--- src/rtl/parity_pkg.sv ---
// Shared constants for the parity stream unit: parity-sense encodings and a
// ceiling-log2 helper for tools without $clog2 in constant expressions.
package parity_pkg;

  localparam logic MODE_EVEN = 1'b0;
  localparam logic MODE_ODD  = 1'b1;

  function automatic int unsigned clog2(input int unsigned value);
    int unsigned result;
    result = 0;
    while ((1 << result) < value) result++;
    return result;
  endfunction

endpackage

--- src/rtl/parity_popcount.sv ---
// Combinational ones-count and xor-reduction of one data word.
module parity_popcount #(
  parameter int DATA_W = 8,
  parameter int CNT_W  = $clog2(DATA_W + 1)
) (
  input  logic [DATA_W-1:0] data,
  output logic [CNT_W-1:0]  count1,
  output logic              xor_all
);

  // NOTE: every always_comb output gets a default before any conditional or
  // loop update, so no path can leave it unassigned and infer a latch.
  always_comb begin
    count1 = '0;
    for (int i = 0; i < DATA_W; i++) begin
      count1 = count1 + CNT_W'(data[i]);
    end
  end

  assign xor_all = ^data;

endmodule

--- src/rtl/parity_stream_unit.sv ---
// Single-stage streaming parity generator/checker with valid/ready handshake
// and a saturating parity-error counter.
module parity_stream_unit
  import parity_pkg::*;
#(
  parameter int DATA_W = 8,
  parameter int CNT_W  = $clog2(DATA_W + 1),
  parameter int ERR_W  = 16
) (
  input  logic              clk,
  input  logic              rst,
  input  logic              in_valid,
  output logic              in_ready,
  input  logic [DATA_W-1:0] in_data,
  input  logic              in_par,
  input  logic              odd_mode,
  input  logic              chk_en,
  output logic              out_valid,
  input  logic              out_ready,
  output logic [DATA_W-1:0] out_data,
  output logic              out_par,
  output logic [CNT_W-1:0]  out_count1,
  output logic [CNT_W-1:0]  out_count0,
  output logic              out_err,
  input  logic              clr_err,
  output logic [ERR_W-1:0]  err_count
);

  localparam logic [CNT_W-1:0] DATA_W_C = CNT_W'(DATA_W);

  logic [CNT_W-1:0] count1;
  logic             xor_all;
  logic             par;
  logic             mismatch;
  logic             accept;

  parity_popcount #(.DATA_W(DATA_W), .CNT_W(CNT_W)) u_popcount (
    .data    (in_data),
    .count1  (count1),
    .xor_all (xor_all)
  );

  assign in_ready = !out_valid || out_ready;
  assign accept   = in_valid && in_ready;
  assign par      = (odd_mode == MODE_ODD) ? xor_all : ~xor_all;
  assign mismatch = chk_en && (in_par != par);

  // NOTE: state registers use non-blocking assignments so every register
  // samples pre-edge values regardless of statement order.
  always_ff @(posedge clk or posedge rst) begin
    if (rst) begin
      out_valid  <= 1'b0;
      out_data   <= '0;
      out_par    <= 1'b0;
      out_count1 <= '0;
      out_count0 <= '0;
      out_err    <= 1'b0;
    end else if (accept) begin
      out_valid  <= 1'b1;
      out_data   <= in_data;
      out_par    <= par;
      out_count1 <= count1;
      out_count0 <= DATA_W_C - count1;
      out_err    <= mismatch;
    end else if (out_ready) begin
      out_valid  <= 1'b0;
    end
  end

  // Clear wins over a same-cycle increment; the all-ones value is sticky.
  always_ff @(posedge clk or posedge rst) begin
    if (rst) begin
      err_count <= '0;
    end else if (clr_err) begin
      err_count <= '0;
    end else if (accept && mismatch && (err_count != '1)) begin
      err_count <= err_count + 1'b1;
    end
  end

endmodule

--- config.mk ---
export PLATFORM = sky130hd
export DESIGN_NAME = parity_stream_unit
export DESIGN_NICKNAME = d
export VERILOG_FILES = /design/src/rtl/parity_pkg.sv /design/src/rtl/parity_popcount.sv /design/src/rtl/parity_stream_unit.sv
export SDC_FILE = /design/constraint.sdc
export NUM_CORES = 1
export LEC_CHECK = 0
export CORE_ASPECT_RATIO = 0.7
export CORE_UTILIZATION = 25
export CTS_CLUSTER_DIAMETER = 150
export CTS_CLUSTER_SIZE = 10
export DETAILED_ROUTE_END_ITERATION = 10
export PLACE_DENSITY = 0.59
export SYNTH_ARGS = -nofsm -noshare
export SYNTH_HDL_FRONTEND = slang
export SYNTH_SLANG_ARGS = --single-unit
--- constraint.sdc ---
create_clock -name clk -period 2 [get_ports clk]
set_input_delay 0.3 -clock clk [delete_from_list [all_inputs] [get_ports clk]]
set_output_delay 0.3 -clock clk [all_outputs]
set_load 0.005 [all_outputs]
* After elaboration in Yosys (flattened, before gate mapping)
Index checks and enable logic that the tools add are counted.
** Operators by class
- Add/sub/neg operators :: 9
- Equal/unequal tests :: 2
- Muxes and demuxes :: 5
- Bitwise logic cells :: 1
- Reductions and logical operators :: 9
** Operator list (number)
- 2-to-1 mux 16 bit :: 2
- adder 4 x 1 -> 4 bit :: 6
- adder 16 x 1 -> 16 bit, second input constant :: 1
- inequality test 16 bit, second input constant :: 1
- XOR reduction 8 bit :: 1
- logical AND 1 bit :: 4
- nonzero test 2 bit :: 2
- subtractor 4 bit, first input constant :: 1
- 2-to-1 mux 1 bit :: 3
- adder 1 x 1 -> 2 bit :: 1
- zero test 1 bit :: 1
- logical OR 1 bit :: 1
- inequality test 1 bit :: 1
- NOT 1 bit :: 1
** Word-level totals
- Register bits after elaboration :: 35
- Input port bits :: 16
- Output and inout bits :: 36
- Logic and storage cells :: 33

* Logic depth before layout (Yosys ltp)
Gate-level depths: netlist (run 1).
- Depth after elaboration :: 9
- Mapped depth :: 12
- Depth with buffers taken out :: 12

* Modules after synthesis
Synthesis (run 1) repeated with hierarchy kept, for this count alone.
** Second synthesis, totals
- Cell total of the unflattened synthesis :: 174
- Area, all modules :: 1868.0 sq um
** By module, submodules not included
- parity_stream_unit :: instances 1, cells an instance 149, area an instance 1639.1 sq um
- parity_popcount :: instances 1, cells an instance 25, area an instance 229.0 sq um

* Worst setup path before layout (run 1)
No wires, ideal clock.
- Path kind :: input -> register
- From :: input port in_data[0]
- To :: register out_count0[3]
- Arrival :: 3206 ps
- Slack :: -1289 ps
- Stages :: 11
- Buffers on the path :: 0
- Path through :: ha_1 > inv_1 > fa_1 > fa_1 > fa_1 > fa_1 > nand2_1 > or4_1 > nand2_1 > a22oi_1 > o21ai_0
** On the way
- Cells in the longest elaborated chain, start to end :: 8
** Ends and longest elaborated chain
- start, declared :: line parity_stream_unit.sv:14 : input logic [DATA_W-1:0] in_data,
- adder 1 x 1 -> 2 bit :: line parity_popcount.sv:16 : count1 = count1 + CNT_W'(data[i]);
- adder 4 x 1 -> 4 bit (6 in series) :: line parity_popcount.sv:16
- subtractor 4 bit :: line parity_stream_unit.sv:63 : out_count0 <= DATA_W_C - count1;
- end signal, assigned :: line parity_stream_unit.sv:63
- end, declared :: line parity_stream_unit.sv:23 : output logic [CNT_W-1:0] out_count0,
Every way passes these cells.
A chain may end at the register's enable or synchronous reset.

* Final worst setup path (run 1)
Ends and elaborated chain as after synthesis.

==> metrics, run 1 <==
GPL Wtd Cong about 0.74; Num CTS Buffers 5; fin crit share 155.1%; crit path launch type input pin; Critical R2R Launch err_count[1]; busiest grt layer met2; crit path kind in -> reg; Setup crit end kind flip-flop; largest area contributor in the netlist dfrtp_1; Clock Pin Slew Worst Setup and Hold Paths 0.05 ns; required time of the worst setup path 2.20 ns; area grow syn2layout 81.19%; Root Driver clkbuf_16; # fillers around 700; Setup Skew about 0.0065 ns; leading cell type in the layout, fill and taps excluded buf_4; total congestion overflow 0; hold-critical path depth 2; Primary FF master, synth dfrtp_1; status finished, violations left; cell family with most CP delay adder cells; Port Buffers 51; Final Max Tran Viols 0; DR vias about 2,000; GR Layer Usage met2 ~22%; Synth cell types 37; P per Cell Area ~780 nW/um2; die area 8431 um2; GRT Total Usage between 10% and 20%; number of synthesized flops with an enable pin 0; diode count 0; worst path bufs/invs 2; routed length per instance 14.04 um; dpl hpwl about 4300 um; biggest fanout along the worst timing path 2; Worst VDD drop roughly 0.49 mV; CTS tree yes; initial antenna violation count 0; Synth top area share between 40 and 50%; Final Power 2837 uW; die height ~77 um; final worst slack -1.102 ns; Hold Slack approximately 0.28 ns; setup TNS -5.218 ns; CP cell instances buf_8 > ha_4 > inv_2 > fa_1 > fa_1 > fa_2 > fa_1 > nand2_1 > or4_4 > nand2_2 > a22oi_2 > o21ai_1; drt via density approximately 4.6; # rows 26; largest net degree at the start of global routing 35; R2R cell count 7; Post-Route Utilization between 40% and 50%; first-pass GRT wire length roughly 9500 um; maxcap violations 0; HP Start in_data[1]; total wire length roughly 6000 um; max incr delay on CP 0.51 ns; Core Box Area between 7000 and 8000 um2; I/O pin cnt 52; final setup fails 16; H-tree levels 2; Critical Path AT 3.30 ns; asr flop ratio synth 100.0%; Post-Synthesis Mean Instance Area between 9 and 10 um2; failing checks setup timing; First-pass DRT Iterations 4; Synth Warn # 0; most used cell, CP fa_1; Slew HR about 70%; grt met3 use under 10%; clock latency on the worst-skew pair ~0.28 ns; slowest stage cell on the critical path fa_1; vias in the first global route 1,946; met1 GRT Util roughly a fifth; Max Clock Freq between 0.3 and 0.4 GHz; Synth Register Bits 34; CTS Sinks 34; Post-DRT Antenna Nets 0; drc violations 0; Die W between 100 and 150 um; FF-to-FF End err_count[15]; Worst Hold End out_data[1]; Final Hold Vio Count 0; worst min path class in -> reg; register area share after synthesis between 40% and 50%; Worst-Margin Slew 0.4536 ns; nets@finish 350; RSZ-0062 raised after global routing yes; Cells after Synth approximately 210; Initial DRC Count 44; Clock Path Buffers 2; Net Count, Synth approximately 230; leakage power ~0.0016 uW; share of layout cells above drive strength 1 around 41%; R2R Setup Slk -0.01 ns; Period minus WS final slightly above 3 ns; Initial Util approximately a quarter; largest cells by area after synthesis dfrtp_1, mux2_2, o21ai_0; synthesized area 2016 um2; most frequent cells in the layout buf_4, clkdlybuf4s50_1, dfrtp_1
[per-stage QoR]
step	area, um2	worst slack (ns)	cells
finish	3652	-1.102	424
global route	3652	-1.145	424
CTS	3446	-1.303	422
detailed placement	3054	-1.824	404
global placement	3054	-1.685	404
floorplan	2042	-1.148	209
[Yosys cell counts (2+ instances only)]
| master | count |
|---|---|
| nand4b_1 | 2 |
| nor2_1 | 7 |
| nand3_1 | 5 |
| xnor2_1 | 8 |
| nor3_1 | 3 |
| nand2_1 | 24 |
| or4_1 | 8 |
| or3_1 | 4 |
| o31ai_1 | 5 |
| and3_1 | 2 |
| o21ai_0 | 18 |
| dfrtp_1 | 34 |
| nor4_1 | 5 |
| inv_1 | 13 |
| fa_1 | 4 |
| and4_1 | 2 |
| mux2_2 | 9 |
| nor2b_1 | 7 |
| nand2b_1 | 3 |
| o31a_1 | 2 |
| mux2i_1 | 4 |
| clkbuf_1 | 5 |
| nand4_1 | 10 |
| o21ba_2 | 2 |
| a21oi_1 | 7 |
| ha_1 | 5 |
[registers in the layout (all words and copies together), names as in the netlist]
| register | flops |
|---|---|
| err_count | 16 |
| out_data | 8 |
| out_count1 | 4 |
| out_count0 | 3 |
| out_err | 1 |
| out_par | 1 |
| out_valid | 1 |
[cells by family after synthesis]
| group | share of synthesized area, % |
|---|---|
| simple gates | 22.78 |
| xor+xnor | 5.090 |
| compound gates | 11.11 |
| flops | 42.21 |
| mux | 7.014 |
| buf+inv | 4.718 |
| fa+ha+maj | 7.077 |
[worst max path at each step]
stage	startpoint	end	slack [ns]	cells past startpoint
2_1_floorplan	in_data[1]	out_count0[3]	-1.15	11
3_3_place_gp	in_data[0]	out_count0[3]	-1.68	12
3_5_place_dp	in_data[0]	out_count0[3]	-1.82	12
4_1_cts	in_data[0]	out_count0[3]	-1.30	12
5_1_grt	in_data[0]	out_count0[3]	-1.15	12
6_report	in_data[0]	out_count0[3]	-1.10	12
[area by class of cell]
type | instances | area, um2 | share of cell area (%)
clock buffers | 8 | 166.4 | 4.556
well taps | 98 | 122.6 | 3.357
inverters | 13 | 48.80 | 1.336
flip-flops and latches | 34 | 850.8 | 23.30
repair buffers | 118 | 1074 | 29.39
multi-input cells | 153 | 1390 | 38.06
[power by group]
| part | total (uW) | switching (uW) | internal (uW) | leakage (uW) |
|---|---|---|---|---|
| combinational | 1170 | 475 | 691 | 0.00106 |
| clock | 841 | 277 | 563 | 0.0000832 |
| sequential | 831 | 51.2 | 780 | 0.000444 |
| total | 2840 | 803 | 2030 | 0.00158 |
[metal layers]
| layer | share of wire, % | vias to the layer above | wire length [um] |
|---|---|---|---|
| met5 | 0 | - | 0 |
| met2 | 45 | 36 | 2667 |
| met3 | 4.1 | 6 | 243 |
| met4 | 1.2 | 0 | 74 |
| li1 | - | 986 | - |
| met1 | 50 | 941 | 2965 |
[what timing repair did]
action                     CTS  global route
hold buffers                 0             0
pin swaps                   32            18
resized for setup           52            46
setup buffers               11             7
cloned                       1             0
setup endpoints to repair   25            24
No activity file was read; power rests on OpenSTA's default activity.
==> run 2: changes to the inputs <==
Settings changed: CAP_MARGIN set to 10, CELL_PAD_IN_SITES_DETAIL_PLACEMENT set to 1, CELL_PAD_IN_SITES_GLOBAL_PLACEMENT set to 2, PLACE_DENSITY 0.59 to 0.83, SKIP_CTS_REPAIR_TIMING set to 1.
==> metrics, run 2 (synthesized netlist as in run 1, its figures left out) <==
drt via density 4.857 (+4.6%); Final Hold Vio Count 0 (unchanged); Final Cell Area 3731 um2 (+2.2%); Die W 109.3 um (unchanged); final setup fails 22 (+6); nets@finish 346 (-1.1%); fin crit share 166.1% (+11 points); clock latency on the worst-skew pair 0.28 ns (about the same); biggest fanout along the worst timing path 2 (unchanged); Core Box Area 7547 um2 (unchanged); failing checks setup timing; Post-DRT Antenna Nets 0 (unchanged); DR vias 2,040 (+3.6%); First-pass DRT Iterations 4 (unchanged); die area 8431 um2 (unchanged); sequential power share 27.0% (-2.3 points); first-pass GRT wire length 10,430 um (+10%); leakage power 0.001602 uW (+1.1%); worst min path class in -> reg; Clock Pin Slew Worst Setup and Hold Paths 0.06 ns (about the same); P per Cell Area 829.4 nW/um2 (+6.8%); GRT Total Usage 16.30% (+1.9 points); placed cell count 399 (-1.2%); H-tree levels 2 (unchanged); leading cell type in the layout, fill and taps excluded buf_4; sw frac 30.49% (+2.2 points); Combinational Power Share 44.5% (+3.4 points); Worst VDD drop 0.3707 mV (-24%); Setup Skew 0.005859 ns (-0.0006638 ns); diode count 0 (unchanged); RSZ-0062 raised after global routing yes; dpl hpwl 4965 um (+17%); I/O pin cnt 52 (unchanged); drc violations 0 (unchanged); Worst-Margin Slew 0.4683 ns (+0.01469 ns); Num CTS Buffers 5 (unchanged); Top Registers err_count (16), out_data (8), out_count1 (4); fin cells 420 (-0.94%); # fillers 840 (+21%); Period minus WS final 3.322 ns (+0.2198 ns); status finished, violations left; final worst slack -1.322 ns (-0.2198 ns); Initial Util 26.71% (unchanged); most frequent cells in the layout buf_4, clkdlybuf4s50_1, dfrtp_1; CTS tree yes; crit path launch type input pin; Internal 2151 uW (+5.7%); area post-placement 3029 um2 (-0.82%); largest register by flop count err_count; Port Buffers 51 (unchanged); Slew HR 68.78% (-0.98 points); Net Sw Power 943.4 uW (+17%); Final Max Tran Viols 0 (unchanged); vias in the first global route 2,075 (+6.6%); Initial DRC Count 88 (+100%); max reg flops 16 (unchanged); Setup crit end kind flip-flop; Max Clock Freq 0.3010 GHz (-6.6%); initial antenna violation count 0 (unchanged); Root Driver clkbuf_16; total wire length 7859 um (+32%); Critical Path AT 3.52 ns (+0.22 ns); GPL Wtd Cong 0.7198 (-2.4%); share of layout cells above drive strength 1 42.55% (+1.1 points); CTS Sinks 34 (unchanged); total congestion overflow 0 (unchanged); Clock Path Buffers 2 (unchanged); area grow syn2layout 85.10%; # rows 26 (unchanged); maxcap violations 0 (unchanged); crit path kind in -> reg; die height 77.13 um (unchanged); required time of the worst setup path 2.20 ns (about the same); routed length per instance 18.71 um (+33%); clock network fraction of design power 28.6% (-1.0 points); largest net degree at the start of global routing 35 (unchanged)
-- run 2: critical path, stage by stage --
cell     delay (ns)
buf_8          0.10
ha_4           0.27
inv_2          0.04
fa_1           0.49
fa_1           0.52
fa_2           0.41
fa_2           0.58
nand2_2        0.06
or4_4          0.42
nand2_2        0.08
a22oi_2        0.07
o21ai_1        0.17
-- run 2: final timing paths --
path,from,endpoint,slack (ns),cells past startpoint
worst max-delay path,in_data[0],out_count0[3],-1.32,12
worst min-delay path,in_data[1],out_data[1],0.29,2
worst max register to register,err_count[5],err_count[15],0.01,6
worst min register to register,out_count1[3],out_count1[3],0.49,2
max in group asynchronous,rst,err_count[10],1.22,3
min in group asynchronous,rst,err_count[0],0.45,3
-- run 2: cell type report --
class	instances	area (um2)	share of cell area [%]
tap	98	122.6	3.286
multi-input combinational	153	1448	38.80
clock inverter	1	30.03	0.8048
clock buffer	7	132.6	3.555
sequential	34	850.8	22.80
timing repair buffer	114	1099	29.44
inverter	13	48.80	1.308
-- run 2: per-layer routing --
layer / routed length, um / track usage, % / up-vias
met5: 0 / 0 / -
met1: 3808 / 23.35 / 1030
met3: 197 / 4.422 / 4
met4: 51 / 3.600 / 0
li1: - / - / 972
met2: 3801 / 24.21 / 34
-- run 2: per-stage QoR --
| step | total power, uW | utilization (%) | hold slack [ns] | setup TNS, ns | setup WS (ns) |
|---|---|---|---|---|---|
| after detailed placement | 1700 | 40.14 | 0.4726 | -22.95 | -1.895 |
| after global routing | 3242 | 49.44 | 0.2818 | -9.983 | -1.408 |
| final | 3094 | 49.44 | 0.2861 | -8.409 | -1.322 |
| after global placement | 1658 | 40.14 | 0.4631 | -20.56 | -1.689 |
| after floorplan | 1234 | - | 0.4084 | -4.693 | -1.148 |
| after CTS | 2591 | 42.29 | 0.4692 | -16.17 | -1.605 |
-- run 2: power groups by stage --
stage | sequential (uW) | combinational, uW | clock, uW
after floorplan | 847 | 387 | 0
after global placement | 839 | 819 | 0
after detailed placement | 845 | 855 | 0
after CTS | 833 | 859 | 900
after global routing | 843 | 1470 | 929
final | 834 | 1380 | 884
==> run 3: changes to the inputs <==
Settings changed: CTS_CLUSTER_SIZE 10 to unset.
==> results of run 3 <==
The final DEF is identical to that of run 2; final timing and power are the same.
